**config.mk**
```make
export PLATFORM = sky130hd
export DESIGN_NAME = twiddle_quarter_wave_gen
export DESIGN_NICKNAME = d
export VERILOG_FILES = /design/src/rtl/twiddle_quarter_wave_gen.sv
export SDC_FILE = /design/constraint.sdc
export NUM_CORES = 1
export LEC_CHECK = 0
export ABC_CLOCK_PERIOD_IN_PS = 5100
export BUFFER_PORTS_ARGS = -buffer_cell sky130_fd_sc_hd__buf_4
export CAP_MARGIN = 0
export CELL_PAD_IN_SITES_DETAIL_PLACEMENT = 1
export CELL_PAD_IN_SITES_GLOBAL_PLACEMENT = 2
export CORE_MARGIN = 1
export CORE_UTILIZATION = 42
export DETAILED_ROUTE_END_ITERATION = 10
export PLACE_DENSITY_LB_ADDON = 0.1
export SYNTH_ARGS = -nofsm -noshare
export SYNTH_HDL_FRONTEND = slang
export SYNTH_SLANG_ARGS = --single-unit
```
**constraint.sdc**
```tcl
create_clock -name clk -period 5.1 [get_ports clk]
set_input_delay 0.255 -clock clk [delete_from_list [all_inputs] [get_ports clk]]
set_output_delay 0.255 -clock clk [all_outputs]
set_load 0.005 [all_outputs]
```
**src/rtl/twiddle_quarter_wave_gen.sv**
```systemverilog
`timescale 1ns/1ps
// twiddle_quarter_wave_gen
//   Full-circle radix-2 FFT/IFFT twiddle generator driven from a quarter-wave
//   cosine ROM. Each accepted angle index k takes two ROM reads (cos, then sin).
//   Four-quadrant symmetry and optional conjugation are applied, and the signed
//   complex result goes into a first-word fall-through output FIFO that
//   honours backpressure.
//
// Ports
//   clk, rst_n          clock, asynchronous active-low reset
//   in_valid/in_ready   request handshake (at most one request per 2 cycles)
//   in_k                angle index, theta = 2*pi*k/2**TW_N
//   in_ifft             1: W = e^{+j*theta}, 0: W = e^{-j*theta}
//   in_tag              user tag, returned unchanged with the twiddle
//   rom_en/rom_addr     quarter-wave ROM read port
//   rom_data            ROM word, available one cycle after rom_en
//   out_valid/out_ready twiddle handshake
//   out_re/out_im       signed real / imaginary part (TW_DW+1 bits)
//   out_tag             tag of the twiddle at the FIFO head
module twiddle_quarter_wave_gen #(
   parameter int TW_N       = 10,
   parameter int TW_DW      = 16,
   parameter int TAG_W      = 4,
   parameter int FIFO_DEPTH = 4
) (
   input  logic                    clk,
   input  logic                    rst_n,
   input  logic                    in_valid,
   output logic                    in_ready,
   input  logic [TW_N-1:0]         in_k,
   input  logic                    in_ifft,
   input  logic [TAG_W-1:0]        in_tag,
   output logic                    rom_en,
   output logic [TW_N-3:0]         rom_addr,
   input  logic [TW_DW-1:0]        rom_data,
   output logic                    out_valid,
   input  logic                    out_ready,
   output logic signed [TW_DW:0]   out_re,
   output logic signed [TW_DW:0]   out_im,
   output logic [TAG_W-1:0]        out_tag
);

   localparam int AW = TW_N - 2;
   localparam int OW = TW_DW + 1;
   localparam int PW = $clog2(FIFO_DEPTH);
   localparam int CW = PW + 1;

   typedef enum logic {S_COS = 1'b0, S_SIN = 1'b1} state_t;

   // Unsigned ROM magnitude widened by one bit so later negation cannot overflow.
   function automatic logic signed [OW-1:0] f_zext(input logic [TW_DW-1:0] v);
      return signed'({1'b0, v});
   endfunction

   function automatic logic signed [OW-1:0] f_neg(input logic signed [OW-1:0] v);
      return -v;
   endfunction

   state_t                r_state;
   state_t                w_state_nxt;
   logic                  w_accept;
   logic                  w_push;
   logic                  w_pop;
   logic                  w_credit_ok;
   logic [CW:0]           w_credit_sum;
   logic [AW-1:0]         w_sin_addr;

   logic [1:0]            r_q_p0;
   logic [AW-1:0]         r_r_p0;
   logic                  r_ifft_p0;
   logic [TAG_W-1:0]      r_tag_p0;
   logic                  r_inflight;

   logic [TW_DW-1:0]      r_c_p1;
   logic                  r_vld_p1;

   logic signed [OW-1:0]  w_c;
   logic signed [OW-1:0]  w_s;
   logic signed [OW-1:0]  w_cos_t;
   logic signed [OW-1:0]  w_sin_t;
   logic signed [OW-1:0]  w_im;

   logic signed [OW-1:0]  r_fifo_re  [FIFO_DEPTH];
   logic signed [OW-1:0]  r_fifo_im  [FIFO_DEPTH];
   logic [TAG_W-1:0]      r_fifo_tag [FIFO_DEPTH];
   logic [PW-1:0]         r_wr_ptr;
   logic [PW-1:0]         r_rd_ptr;
   logic [CW-1:0]         r_count;

   // A request is only accepted if its result is guaranteed a FIFO slot,
   // counting the one that may still be travelling through the pipeline.
   assign w_credit_sum = {1'b0, r_count} + {{CW{1'b0}}, r_inflight};
   assign w_credit_ok  = (w_credit_sum < (CW+1)'(FIFO_DEPTH));

   // NQ - r truncated to the address width is simply the two's complement of r.
   assign w_sin_addr   = '0 - r_r_p0;

   always_comb begin
      w_state_nxt = r_state;
      w_accept    = 1'b0;
      in_ready    = 1'b0;
      rom_en      = 1'b0;
      rom_addr    = '0;
      if (rst_n) begin
         case (r_state)
            S_COS: begin
               in_ready = w_credit_ok;
               if (in_valid && w_credit_ok) begin
                  w_accept    = 1'b1;
                  rom_en      = 1'b1;
                  rom_addr    = in_k[AW-1:0];
                  w_state_nxt = S_SIN;
               end
            end
            S_SIN: begin
               // r==0 needs no sine read; the sine is forced to zero downstream.
               rom_en      = (r_r_p0 != '0);
               rom_addr    = w_sin_addr;
               w_state_nxt = S_COS;
            end
            default: w_state_nxt = S_COS;
         endcase
      end
   end

   always_ff @(posedge clk or negedge rst_n) begin
      if (!rst_n) begin
         r_state    <= S_COS;
         r_inflight <= 1'b0;
         r_vld_p1   <= 1'b0;
      end else begin
         r_state  <= w_state_nxt;
         r_vld_p1 <= (r_state == S_SIN);
         if (w_accept)
            r_inflight <= 1'b1;
         else if (w_push)
            r_inflight <= 1'b0;
      end
   end

   // ---- stage p0: request latched on accept ----
   always_ff @(posedge clk) begin
      if (w_accept) begin
         r_q_p0    <= in_k[TW_N-1:AW];
         r_r_p0    <= in_k[AW-1:0];
         r_ifft_p0 <= in_ifft;
         r_tag_p0  <= in_tag;
      end
   end

   // ---- stage p1: cosine word captured in the S_SIN cycle ----
   always_ff @(posedge clk) begin
      if (r_state == S_SIN)
         r_c_p1 <= rom_data;
   end

   // ---- stage p2: sine word arrives, quadrant map, conjugation, FIFO push ----
   always_comb begin
      w_c     = f_zext(r_c_p1);
      w_s     = f_zext((r_r_p0 == '0) ? '0 : rom_data);
      w_cos_t = w_c;
      w_sin_t = w_s;
      case (r_q_p0)
         2'd0: begin w_cos_t = w_c;         w_sin_t = w_s;         end
         2'd1: begin w_cos_t = f_neg(w_s);  w_sin_t = w_c;         end
         2'd2: begin w_cos_t = f_neg(w_c);  w_sin_t = f_neg(w_s);  end
         default: begin w_cos_t = w_s;      w_sin_t = f_neg(w_c);  end
      endcase
      w_im = r_ifft_p0 ? w_sin_t : f_neg(w_sin_t);
   end

   assign w_push    = r_vld_p1;
   assign out_valid = (r_count != '0);
   assign w_pop     = out_valid && out_ready;

   always_ff @(posedge clk) begin
      if (w_push) begin
         r_fifo_re[r_wr_ptr]  <= w_cos_t;
         r_fifo_im[r_wr_ptr]  <= w_im;
         r_fifo_tag[r_wr_ptr] <= r_tag_p0;
      end
   end

   always_ff @(posedge clk or negedge rst_n) begin
      if (!rst_n) begin
         r_wr_ptr <= '0;
         r_rd_ptr <= '0;
         r_count  <= '0;
      end else begin
         if (w_push)
            r_wr_ptr <= r_wr_ptr + PW'(1);
         if (w_pop)
            r_rd_ptr <= r_rd_ptr + PW'(1);
         case ({w_push, w_pop})
            2'b10:   r_count <= r_count + CW'(1);
            2'b01:   r_count <= r_count - CW'(1);
            default: r_count <= r_count;
         endcase
      end
   end

   // Head entry is presented only while valid so the data outputs read zero
   // when empty and throughout reset.
   assign out_re  = out_valid ? r_fifo_re[r_rd_ptr]  : '0;
   assign out_im  = out_valid ? r_fifo_im[r_rd_ptr]  : '0;
   assign out_tag = out_valid ? r_fifo_tag[r_rd_ptr] : '0;

endmodule
```
; ---- Word-level counts from Yosys, hierarchy flattened
; Memories as Yosys holds them, arrays and structs flattened.
; Index checks and enable logic that the tools add are counted.
[op_classes]
order_cmp = 1
reduce_logical = 8
n_mul = 0
n_bitwise = 1
n_addsub = 9
n_mux = 23
div = 0
eq_ne = 4
shifts = 0
[ops]
columns = operator, n
row1 = case mux 17 bit (3 select lines), 2
row2 = two-way mux 17 bit, 3
row3 = negator 16 -> 17 bit, 2
row4 = negator 17 bit, 1
row5 = two-way mux 16 bit, 1
row6 = two-way mux 8 bit, 2
row7 = case mux 8 bit (2 select lines), 1
row8 = two-way mux 1 bit, 10
row9 = logical NOT 8 bit, 1
row10 = nonzero test 8 bit, 1
row11 = "subtractor 1 x 8 -> 8 bit, first input constant", 1
row12 = case mux 3 bit (2 select lines), 1
row13 = "adder 2 x 1 -> 2 bit, second input constant", 2
row14 = adder 3 x 1 -> 4 bit, 1
row15 = "equality test 2 x 1 -> 1 bit, second input constant", 2
row16 = "equality test 2 bit, second input constant", 2
row17 = "< comparator 4 x 3 -> 1 bit, second input constant", 1
row18 = two-way mux 4 bit, 1
row19 = case mux 1 bit (2 select lines), 2
row20 = nonzero test 2 bit, 2
row21 = "adder 3 x 1 -> 3 bit, second input constant", 1
row22 = nonzero test 3 bit, 1
row23 = "subtractor 3 x 1 -> 3 bit, second input constant", 1
row24 = logical AND 1 bit, 2
row25 = other kinds (2), 2
[totals]
rom_bits = 0
wordCells = 60
inputBits = 35
latch_bits = 0
mem_count = 3
regBits = 41
ram_bits = 152
[mem_list]
columns = memory, depth, width, read_ports, rd_clocked_by_memory_dff, write_ports, line
row1 = r_fifo_im, 4, 17, 1, 0, 1, 84  ; logic signed [OW-1:0] r_fifo_im [FIFO_DEPTH];
row2 = r_fifo_re, 4, 17, 1, 0, 1, 83  ; logic signed [OW-1:0] r_fifo_re [FIFO_DEPTH];
row3 = r_fifo_tag, 4, 4, 1, 0, 1, 85  ; logic [TAG_W-1:0] r_fifo_tag [FIFO_DEPTH];

; ---- Longest topological paths before layout
; Gate-level depths: netlist of the first run.
[depth]
depth_word = 7
ltp_mapped = 16

; ---- Least setup slack after synthesis of the first run
; No wires, ideal clock.
[synth_path]
kind = register to register
start = reg r_r_p0[0]
end = mem r_fifo_im[0][16] (netlist name), data pin
path_buffers = 2
arrival_time_ns = 3.927
required_ns = 4.883
slack_ns = 0.956
path_stages_with_launch = 15
synth_period_minus_slack_ns = 4.144
cell_sequence = edfxtp_1 -> inv_1 -> ha_1 -> or3b_2 -> clkbuf_1 -> o21ai_0 -> ha_1 -> clkbuf_1 -> or3b_2 -> nor4_1 -> nor3_1 -> nor4_1 -> nor4_1 -> and3_1 -> a211oi_1
[synth_between]
elab_chain_cells = 6
[synth_lines]
columns = item, line
row1 = "start, declared", 69  ; logic [AW-1:0] r_r_p0;
row2 = "start signal, assigned", 145  ; r_r_p0 <= in_k[AW-1:0];
row3 = logical NOT 8 bit (*), 160  ; w_s = f_zext((r_r_p0 == '0) ? '0 : rom_data);
row4 = two-way mux 16 bit (*), 160
row5 = negator 16 -> 17 bit, 56  ; return -v;
row6 = case mux 17 bit (3 select lines) (*), 163  ; case (r_q_p0)
row7 = negator 17 bit, 56
row8 = two-way mux 17 bit (*), 169  ; w_im = r_ifft_p0 ? w_sin_t : f_neg(w_sin_t);
row9 = named net w_im[16], 81  ; logic signed [OW-1:0] w_im;
row10 = "end, declared", 84
; Mark *: on every way through the listed nets, which the timed path passes. The rest lies on a longest branch.

; ---- Final worst setup path of the first run
; Same ends and word-level chain as after synthesis.

==> results of run 1 <==
[worst max-delay path by stage]
stage / startpoint / end / slack (ns) / depth (start not counted)
floorplan: r_r_p0[0] / r_fifo_im[0][16] / 0.96 / 14
global placement: r_r_p0[3] / r_fifo_im[0][16] / 0.81 / 10
detailed placement: r_r_p0[3] / r_fifo_im[0][16] / 0.57 / 10
CTS: r_r_p0[0] / r_fifo_im[3][16] / 0.53 / 12
global route: r_r_p0[0] / r_fifo_im[3][16] / 0.10 / 13
finish: r_r_p0[0] / r_fifo_im[0][16] / 0.50 / 13
[power breakdown]
| part | switching (mW) | total [mW] | internal (mW) |
|---|---|---|---|
| clock | 0.670 | 1.33 | 0.663 |
| combinational | 0.917 | 1.84 | 0.925 |
| sequential | 0.197 | 2.25 | 2.05 |
[synth_stat cells, types with 13 or more instances]
library cell               instances
sky130_fd_sc_hd__xnor2_1          18
sky130_fd_sc_hd__xor2_1           16
sky130_fd_sc_hd__inv_1            20
sky130_fd_sc_hd__nor2_1           39
sky130_fd_sc_hd__clkbuf_1         38
sky130_fd_sc_hd__nor3_1           14
sky130_fd_sc_hd__edfxtp_1        183
sky130_fd_sc_hd__nor4_1           13
sky130_fd_sc_hd__a21oi_1          22
sky130_fd_sc_hd__mux4_2           38
sky130_fd_sc_hd__and2_1           47
sky130_fd_sc_hd__o21ai_0          39
sky130_fd_sc_hd__nand2_1          67
[flip-flops by register name (all words and copies together), names as in the netlist]
register and count:
r_fifo_im 68, r_fifo_re 68, r_c_p1 16, r_fifo_tag 16, r_r_p0 8, r_tag_p0 4, r_count 3, r_q_p0 2
r_rd_ptr 2, r_wr_ptr 2, r_ifft_p0 1, r_inflight 1, r_state 1, r_vld_p1 1
[timing repair]
action,4_1_cts,5_1_grt
hold endpoints to repair,24,1
hold buffers,15,1
setup endpoints to repair,0,0
[metrics by stage]
stage / setup WS [ns] / hold WS (ns)
floorplan: 0.956 / -0.0406
global placement: 0.812 / 0.103
detailed placement: 0.571 / 0.111
CTS: 0.535 / 0.000606
global route: 0.102 / 0.0128
finish: 0.505 / 0.0264
[per-layer routing]
metal | global-route usage | vias up | part of all wire
met5 | 0 | - | 0
met4 | 0.0621 | 0 | 0.014
met3 | 0.0364 | 22 | 0.034
met2 | 0.425 | 151 | 0.51
met1 | 0.325 | 3567 | 0.45
li1 | - | 3182 | -
[cell families (layout without fill, tap and decap cells)]
logic type / after synthesis / in the layout / share of synthesized area
AO/OA/AOI/OAI: 160 / 160 / 0.116
XOR/XNOR: 34 / 34 / 0.0300
adder cells (fa/ha/maj): 10 / 10 / 0.0134
buffers and inverters: 75 / 174 / 0.0304
flip-flops: 193 / 193 / 0.579
multiplexers: 44 / 44 / 0.0924
AND/OR/NAND/NOR: 253 / 253 / 0.139
[area by class of cell]
type,count,share of cell area
Inverter,21,0.00677
Clock buffer,18,0.0369
Clock inverter,14,0.0141
Timing Repair Buffer,121,0.0815
Tap cell,313,0.0337
Sequential cell,193,0.494
Multi-Input combinational cell,501,0.333
==> report_table.html, run 1 <==
<table>
<tr><th>Metric</th><th>Value</th></tr>
<tr><th colspan="2">Clock tree</th></tr>
<tr><td>TritonCTS buffer count</td><td>17</td></tr>
<tr><td>Clock-pin slew of the registers on the worst-case setup and hold paths</td><td>0.08 ns</td></tr>
<tr><td>TritonCTS clock tree</td><td>yes</td></tr>
<tr><td>Post-CTS Resized</td><td>0</td></tr>
<tr><td>CTS HTree Levels</td><td>4</td></tr>
<tr><td>Clk root buf</td><td>sky130_fd_sc_hd__clkbuf_16</td></tr>
<tr><td>Sinks on the clock net</td><td>193</td></tr>
<tr><td>Post-CTS Repair Setup Buffers</td><td>0</td></tr>
<tr><td>Number of buffers between clock root and the deepest sink</td><td>2</td></tr>
<tr><td>Clock insertion delay at the later pin of the skew report</td><td>0.44 ns</td></tr>
<tr><th colspan="2">Timing</th></tr>
<tr><td>Setup TNS</td><td>0 ns</td></tr>
<tr><td>Headroom to the max-slew limit</td><td>0.194</td></tr>
<tr><td>Max-slew violation count</td><td>0</td></tr>
<tr><td>Setup repair after global routing missed its margin</td><td>no</td></tr>
<tr><td>Clock Skews</td><td>0.0194 ns</td></tr>
<tr><td>Number of failing setup endpoints in the final timing report</td><td>0</td></tr>
<tr><td>Number of failing hold endpoints at the final stage</td><td>0</td></tr>
<tr><td>Highest clock frequency the design can meet</td><td>218 MHz</td></tr>
<tr><td>Period minus WS final</td><td>4.60 ns</td></tr>
<tr><td>Period utilisation layout</td><td>0.901</td></tr>
<tr><td>Transition time at the pin with the least slew margin</td><td>1.21 ns</td></tr>
<tr><th colspan="2">Layout</th></tr>
<tr><td>Total inserted antenna cells</td><td>0</td></tr>
<tr><td>Leading cell type in the layout, fill and taps excluded</td><td>sky130_fd_sc_hd__edfxtp_1</td></tr>
<tr><td>Net total in the final layout</td><td>900</td></tr>
<tr><td>Final non-filler cell total</td><td>1181</td></tr>
<tr><td>Filler cell count in the final layout</td><td>2369</td></tr>
<tr><td>Area taken by flip-flops and latches</td><td>5750 um2</td></tr>
<tr><td>Commonest cells after routing, fill and taps aside</td><td>sky130_fd_sc_hd__edfxtp_1 (183), sky130_fd_sc_hd__buf_4 (105), sky130_fd_sc_hd__nand2_1 (67)</td></tr>
<tr><td>Area added between synthesis and finish</td><td>17.2%</td></tr>
<tr><td>Share of cells above drive strength 1</td><td>0.229</td></tr>
<tr><td>Finished layout cell area</td><td>11600 um2</td></tr>
<tr><td>Multi-input combinational cell area</td><td>3880 um2</td></tr>
<tr><td>Util after Layout</td><td>0.508</td></tr>
<tr><th colspan="2">Synth</th></tr>
<tr><td>Number of synthesized flops with an enable pin</td><td>183</td></tr>
<tr><td>Number of distinct library cell variants in the gate-level netlist after synthesis</td><td>77</td></tr>
<tr><td>Share of flip-flops with an asynchronous set or reset</td><td>0.0518</td></tr>
<tr><td>Mapped Nets</td><td>814</td></tr>
<tr><td>Synthesized cell area</td><td>9920 um2</td></tr>
<tr><td>Post-synthesis sequential area ratio</td><td>0.579</td></tr>
<tr><td>Leading post-synthesis cells by cell area</td><td>sky130_fd_sc_hd__edfxtp_1 (55%), sky130_fd_sc_hd__mux4_2 (8.6%), sky130_fd_sc_hd__and2_1 (3.0%), sky130_fd_sc_hd__nand2_1 (2.5%), sky130_fd_sc_hd__dfrtp_1 (2.5%)</td></tr>
<tr><td>Avg Cell Area, Syn</td><td>12.9 um2</td></tr>
<tr><td>Number of warnings issued by yosys</td><td>0</td></tr>
<tr><td>Yosys top cell by area</td><td>sky130_fd_sc_hd__edfxtp_1</td></tr>
<tr><td>Instance count of the mapped netlist</td><td>769</td></tr>
<tr><td>Ys flop type</td><td>sky130_fd_sc_hd__edfxtp_1</td></tr>
<tr><td>Synth top area share</td><td>0.554</td></tr>
<tr><td>Number of flip-flops and latches in the synthesized netlist</td><td>193</td></tr>
<tr><th colspan="2">Power</th></tr>
<tr><td>Total power divided by cell area</td><td>466 nW/um2</td></tr>
<tr><td>Peak supply drop</td><td>268 uV</td></tr>
<tr><td>Leakage power total</td><td>4.01 nW</td></tr>
<tr><td>Final total power</td><td>5.42 mW</td></tr>
<tr><th colspan="2">GRT</th></tr>
<tr><td>Global route overflow</td><td>0</td></tr>
<tr><td>GRT Util Overall</td><td>0.246</td></tr>
<tr><td>Via count of the first global-routing pass</td><td>7255</td></tr>
<tr><td>Wire length of the first global-routing pass</td><td>43700 um</td></tr>
<tr><td>Antenna violations before repair</td><td>0</td></tr>
<tr><td>Pin count of the biggest net entering global routing</td><td>80</td></tr>
<tr><th colspan="2">Worst setup path</th></tr>
<tr><td>Crit path kind</td><td>register to register</td></tr>
<tr><td>Largest delay contributor family on the critical path</td><td>simple AND/OR/NAND/NOR gates</td></tr>
<tr><td>Worst path slowest cell</td><td>sky130_fd_sc_hd__or3b_2</td></tr>
<tr><td>CP Data Arrival Time</td><td>4.75 ns</td></tr>
<tr><td>RR Endpoint</td><td>r_fifo_im[0][16]</td></tr>
<tr><td>Number of buffers and inverters on the critical path</td><td>2</td></tr>
<tr><td>Reg-to-reg setup timing slack</td><td>0.50 ns</td></tr>
<tr><td>Type of destination of the critical path</td><td>register</td></tr>
<tr><td>Delay of the slowest critical-path stage</td><td>0.61 ns</td></tr>
<tr><td>Data required time at the worst endpoint</td><td>5.26 ns</td></tr>
<tr><td>Worst-path maximum fanout</td><td>7</td></tr>
<tr><td>Launch instance of the worst register-to-register path</td><td>r_r_p0[0]</td></tr>
<tr><td>Depth of the worst register-to-register path</td><td>13</td></tr>
<tr><td>List of cells traversed by the critical path</td><td>inv_1, ha_1, or3b_2, o21ai_0, ha_1, or3b_2, nor4_1, nor3_1, nor4_1, buf_4, nor4_1, and3_1, a211oi_1</td></tr>
<tr><td>Kind of launch point of the worst setup path</td><td>register</td></tr>
<tr><td>CP most frequent cell</td><td>sky130_fd_sc_hd__nor4_1</td></tr>
<tr><th colspan="2">Placement</th></tr>
<tr><td>Final weighted congestion of routability-driven global placement</td><td>0.878</td></tr>
<tr><td>Number of placed instances with taps included</td><td>1133</td></tr>
<tr><td>Cell area after placement</td><td>10900 um2</td></tr>
<tr><td>Port buffer count</td><td>83</td></tr>
<tr><td>Final HPWL DP</td><td>20000 um</td></tr>
<tr><th colspan="2">Hold path</th></tr>
<tr><td>Path category of the worst min-delay check</td><td>input port to register</td></tr>
<tr><td>Cell depth of the worst min-delay path</td><td>1</td></tr>
<tr><td>Critical hold path startpoint</td><td>rom_data[15]</td></tr>
<tr><td>Worst min-delay path endpoint</td><td>r_c_p1[15]</td></tr>
<tr><th colspan="2">Route</th></tr>
<tr><td>Residual DRC</td><td>0</td></tr>
<tr><td>Initial DRT Pass Iterations</td><td>4</td></tr>
<tr><td>Post-route antenna net violation count</td><td>0</td></tr>
<tr><td>Total Wirelength</td><td>28500 um</td></tr>
<tr><td>Total vias in the final route</td><td>6922</td></tr>
<tr><td>Drt first-iter violations</td><td>490</td></tr>
<tr><td>Wire length per cell</td><td>24.2 um</td></tr>
<tr><td>Via/cell ratio</td><td>5.86</td></tr>
<tr><th colspan="2">Run</th></tr>
<tr><td>MaxCap Viol Count</td><td>0</td></tr>
<tr><th colspan="2">Die</th></tr>
<tr><td>Core ar.</td><td>22900 um2</td></tr>
<tr><td>Number of primary I/O pins</td><td>84</td></tr>
<tr><td>Die width</td><td>156 um</td></tr>
<tr><td># rows</td><td>55</td></tr>
<tr><td>Initial Util</td><td>0.433</td></tr>
<tr><td>Full die area</td><td>24200 um2</td></tr>
<tr><td>Die height</td><td>156 um</td></tr>
<tr><th colspan="2">Run status</th></tr>
<tr><td>Run status</td><td>finished clean</td></tr>
</table>
No activity file was read; power rests on OpenSTA's default activity.
==> inputs of run 2 (changes only) <==
- ABC_CLOCK_PERIOD_IN_PS: 5100 -> 4700
- clock period: 5.1 -> 4.7 ns (I/O delays scaled with it)
==> report_table.html, run 2 (synthesis results as in run 1) <==
<table>
<tr><th>Metric</th><th>Value</th></tr>
<tr><th colspan="2">Run status</th></tr>
<tr><td>Run status</td><td>finished clean (unchanged)</td></tr>
<tr><th colspan="2">Clock tree</th></tr>
<tr><td>Clock-pin slew of the registers on the worst-case setup and hold paths</td><td>0.09 ns (was 0.08 ns)</td></tr>
<tr><td>TritonCTS clock tree</td><td>yes (unchanged)</td></tr>
<tr><td>Number of buffers between clock root and the deepest sink</td><td>2 (unchanged)</td></tr>
<tr><td>Clock insertion delay at the later pin of the skew report</td><td>0.44 ns (about the same)</td></tr>
<tr><td>CTS HTree Levels</td><td>4 (unchanged)</td></tr>
<tr><td>Sinks on the clock net</td><td>193 (unchanged)</td></tr>
<tr><td>Clk root buf</td><td>sky130_fd_sc_hd__clkbuf_16 (unchanged)</td></tr>
<tr><td>Post-CTS Repair Setup Buffers</td><td>0 (unchanged)</td></tr>
<tr><td>TritonCTS buffer count</td><td>17 (unchanged)</td></tr>
<tr><th colspan="2">Worst setup path</th></tr>
<tr><td>Kind of launch point of the worst setup path</td><td>register (unchanged)</td></tr>
<tr><td>Data required time at the worst endpoint</td><td>4.88 ns (was 5.26 ns)</td></tr>
<tr><td>Number of buffers and inverters on the critical path</td><td>2 (unchanged)</td></tr>
<tr><td>Crit path kind</td><td>register to register (unchanged)</td></tr>
<tr><td>CP Data Arrival Time</td><td>4.56 ns (was 4.75 ns)</td></tr>
<tr><td>Worst path slowest cell</td><td>sky130_fd_sc_hd__or3b_2 (unchanged)</td></tr>
<tr><td>CP most frequent cell</td><td>sky130_fd_sc_hd__nor4_1 (unchanged)</td></tr>
<tr><td>Largest delay contributor family on the critical path</td><td>simple AND/OR/NAND/NOR gates (unchanged)</td></tr>
<tr><td>List of cells traversed by the critical path</td><td>inv_1, ha_1, or3b_2, o21ai_1, ha_2, or3b_2, nor4_1, nor3_1, nor4_1, buf_4, nor4_1, and3_1, a211oi_1 (was inv_1, ha_1, or3b_2, o21ai_0, ha_1, or3b_2, nor4_1, nor3_1, nor4_1, buf_4, nor4_1, and3_1, a211oi_1)</td></tr>
<tr><td>Worst-path maximum fanout</td><td>11 (was 7)</td></tr>
<tr><td>Delay of the slowest critical-path stage</td><td>0.49 ns (was 0.61 ns)</td></tr>
<tr><td>Type of destination of the critical path</td><td>register (unchanged)</td></tr>
<tr><th colspan="2">Layout</th></tr>
<tr><td>Leading cell type in the layout, fill and taps excluded</td><td>sky130_fd_sc_hd__edfxtp_1 (unchanged)</td></tr>
<tr><td>Area added between synthesis and finish</td><td>18.1% (was 17.2%)</td></tr>
<tr><td>Commonest cells after routing, fill and taps aside</td><td>sky130_fd_sc_hd__edfxtp_1 (183), sky130_fd_sc_hd__buf_4 (113), sky130_fd_sc_hd__nand2_1 (67) (was sky130_fd_sc_hd__edfxtp_1 (183), sky130_fd_sc_hd__buf_4 (105), sky130_fd_sc_hd__nand2_1 (67))</td></tr>
<tr><td>Finished layout cell area</td><td>11700 um2 (was 11600 um2)</td></tr>
<tr><td>Biggest registers after layout</td><td>r_fifo_im (68), r_fifo_re (68) (unchanged)</td></tr>
<tr><td>Share of cells above drive strength 1</td><td>0.237 (was 0.229)</td></tr>
<tr><td>Final non-filler cell total</td><td>1191 (was 1181)</td></tr>
<tr><td>Net total in the final layout</td><td>911 (was 900)</td></tr>
<tr><td>Total inserted antenna cells</td><td>0 (unchanged)</td></tr>
<tr><th colspan="2">Timing</th></tr>
<tr><td>Highest clock frequency the design can meet</td><td>228 MHz (was 218 MHz)</td></tr>
<tr><td>Number of failing hold endpoints at the final stage</td><td>0 (unchanged)</td></tr>
<tr><td>Clock Skews</td><td>0.0211 ns (was 0.0194 ns)</td></tr>
<tr><td>Max-slew violation count</td><td>0 (unchanged)</td></tr>
<tr><td>Period minus WS final</td><td>4.38 ns (was 4.60 ns)</td></tr>
<tr><td>Number of failing setup endpoints in the final timing report</td><td>0 (unchanged)</td></tr>
<tr><td>Period utilisation layout</td><td>0.932 (was 0.901)</td></tr>
<tr><td>Setup repair after global routing missed its margin</td><td>no (unchanged)</td></tr>
<tr><td>Min setup slack post-route</td><td>0.318 ns (was 0.505 ns)</td></tr>
<tr><td>Setup TNS</td><td>0 ns (unchanged)</td></tr>
<tr><td>Headroom to the max-slew limit</td><td>0.245 (was 0.194)</td></tr>
<tr><td>Transition time at the pin with the least slew margin</td><td>1.13 ns (was 1.21 ns)</td></tr>
<tr><th colspan="2">Die</th></tr>
<tr><td>Core ar.</td><td>22900 um2 (unchanged)</td></tr>
<tr><td>Number of primary I/O pins</td><td>84 (unchanged)</td></tr>
<tr><td>Initial Util</td><td>0.433 (unchanged)</td></tr>
<tr><td># rows</td><td>55 (unchanged)</td></tr>
<tr><td>Die width</td><td>156 um (unchanged)</td></tr>
<tr><td>Full die area</td><td>24200 um2 (unchanged)</td></tr>
<tr><td>Die height</td><td>156 um (unchanged)</td></tr>
<tr><th colspan="2">Placement</th></tr>
<tr><td>Worst setup slack after placement</td><td>0.112 ns (was 0.571 ns)</td></tr>
<tr><td>Final HPWL DP</td><td>20100 um (was 20000 um)</td></tr>
<tr><td>Final weighted congestion of routability-driven global placement</td><td>0.882 (was 0.878)</td></tr>
<tr><td>Port buffer count</td><td>83 (unchanged)</td></tr>
<tr><td>Number of placed instances with taps included</td><td>1141 (was 1133)</td></tr>
<tr><td>Cell area after placement</td><td>10900 um2 (about the same)</td></tr>
<tr><th colspan="2">Power</th></tr>
<tr><td>Switching share of power</td><td>0.327 (was 0.329)</td></tr>
<tr><td>Logic pwr share</td><td>0.331 (was 0.340)</td></tr>
<tr><td>Psw</td><td>1.93 mW (was 1.78 mW)</td></tr>
<tr><td>Seq pwr share</td><td>0.424 (was 0.415)</td></tr>
<tr><td>Power Internal</td><td>3.96 mW (was 3.64 mW)</td></tr>
<tr><td>Part of the power in the clock network</td><td>0.245 (was 0.246)</td></tr>
<tr><td>Leakage power total</td><td>4.05 nW (was 4.01 nW)</td></tr>
<tr><td>Final total power</td><td>5.89 mW (was 5.42 mW)</td></tr>
<tr><td>Peak supply drop</td><td>247 uV (was 268 uV)</td></tr>
<tr><td>Total power divided by cell area</td><td>502 nW/um2 (was 466 nW/um2)</td></tr>
<tr><th colspan="2">GRT</th></tr>
<tr><td>Pin count of the biggest net entering global routing</td><td>55 (was 80)</td></tr>
<tr><td>Via count of the first global-routing pass</td><td>7234 (was 7255)</td></tr>
<tr><td>Wire length of the first global-routing pass</td><td>43600 um (was 43700 um)</td></tr>
<tr><td>Antenna violations before repair</td><td>1 (was 0)</td></tr>
<tr><td>GRT Util Overall</td><td>0.245 (was 0.246)</td></tr>
<tr><td>Global route overflow</td><td>0 (unchanged)</td></tr>
<tr><th colspan="2">Route</th></tr>
<tr><td>Post-route antenna net violation count</td><td>0 (unchanged)</td></tr>
<tr><td>Drt first-iter violations</td><td>420 (was 490)</td></tr>
<tr><td>Total Wirelength</td><td>28400 um (was 28500 um)</td></tr>
<tr><td>Via/cell ratio</td><td>5.90 (was 5.86)</td></tr>
<tr><td>Initial DRT Pass Iterations</td><td>4 (unchanged)</td></tr>
<tr><td>Wire length per cell</td><td>23.8 um (was 24.2 um)</td></tr>
<tr><td>Residual DRC</td><td>0 (unchanged)</td></tr>
<tr><td>Total vias in the final route</td><td>7032 (was 6922)</td></tr>
<tr><th colspan="2">Run</th></tr>
<tr><td>MaxCap Viol Count</td><td>0 (unchanged)</td></tr>
<tr><th colspan="2">Hold path</th></tr>
<tr><td>Path category of the worst min-delay check</td><td>input port to register (unchanged)</td></tr>
</table>
-- run 2: layer usage --
metal,wire length (um),global-route usage,up-vias,share of wire
li1,-,-,3197,-
met2,14000,0.414,160,0.49
met1,12600,0.318,3637,0.44
met4,648,0.0808,0,0.023
met5,0,0,-,0
met3,1150,0.0486,38,0.041
-- run 2: power by group through the flow --
stage               combinational (mW)  clock, mW  sequential (mW)
floorplan                         1.25          0             2.35
global placement                  1.93          0             2.51
detailed placement                1.97          0             2.54
CTS                               1.99       1.48             2.50
global route                      2.13       1.52             2.53
finish                            1.95       1.44             2.49
-- run 2: cell type report --
cell class              count  area, um2
flip-flops and latches    193       5750
multi-input cells         501       3880
well taps                 313        392
repair buffers            132       1040
clock inverters            14        163
inverters                  21       78.8
clock buffers              17        425
fillers                  2333      11200
-- run 2: per-stage QoR --
step	utilization	hold WS, ns
after global placement	0.478	0.0841
after floorplan	-	-0.0606
after CTS	0.511	0.0141
after detailed placement	0.478	0.0900
final	0.512	0.0363
after global routing	0.512	0.0136
-- run 2: final timing paths --
| check | startpoint | endpoint | slack, ns | depth (start not counted) |
|---|---|---|---|---|
| max | r_r_p0[0] | r_fifo_im[0][16] | 0.32 | 13 |
| min | rom_data[1] | r_c_p1[1] | 0.04 | 1 |
| max reg2reg | r_r_p0[0] | r_fifo_im[0][16] | 0.32 | 13 |
| min reg2reg | r_count[2] | r_count[2] | 0.50 | 1 |
| max in group asynchronous | rst_n | r_rd_ptr[0] | 4.35 | 2 |
| min in group asynchronous | rst_n | r_rd_ptr[1] | 0.17 | 2 |
-- run 2: what timing repair did --
action,CTS,global route
endpoints found under the setup margin,0,40
hold buffers,19,0
resized for setup,0,2
hold endpoints to repair,28,0
-- run 2: worst reg2reg max path: stages, from the launching register on --
cell                       delay (ns)
sky130_fd_sc_hd__edfxtp_1        0.41
sky130_fd_sc_hd__inv_1           0.10
sky130_fd_sc_hd__ha_1            0.21
sky130_fd_sc_hd__or3b_2          0.47
sky130_fd_sc_hd__o21ai_1         0.36
sky130_fd_sc_hd__ha_2            0.40
sky130_fd_sc_hd__or3b_2          0.49
sky130_fd_sc_hd__nor4_1          0.27
sky130_fd_sc_hd__nor3_1          0.10
sky130_fd_sc_hd__nor4_1          0.40
sky130_fd_sc_hd__buf_4           0.21
sky130_fd_sc_hd__nor4_1          0.08
sky130_fd_sc_hd__and3_1          0.19
sky130_fd_sc_hd__a211oi_1        0.43
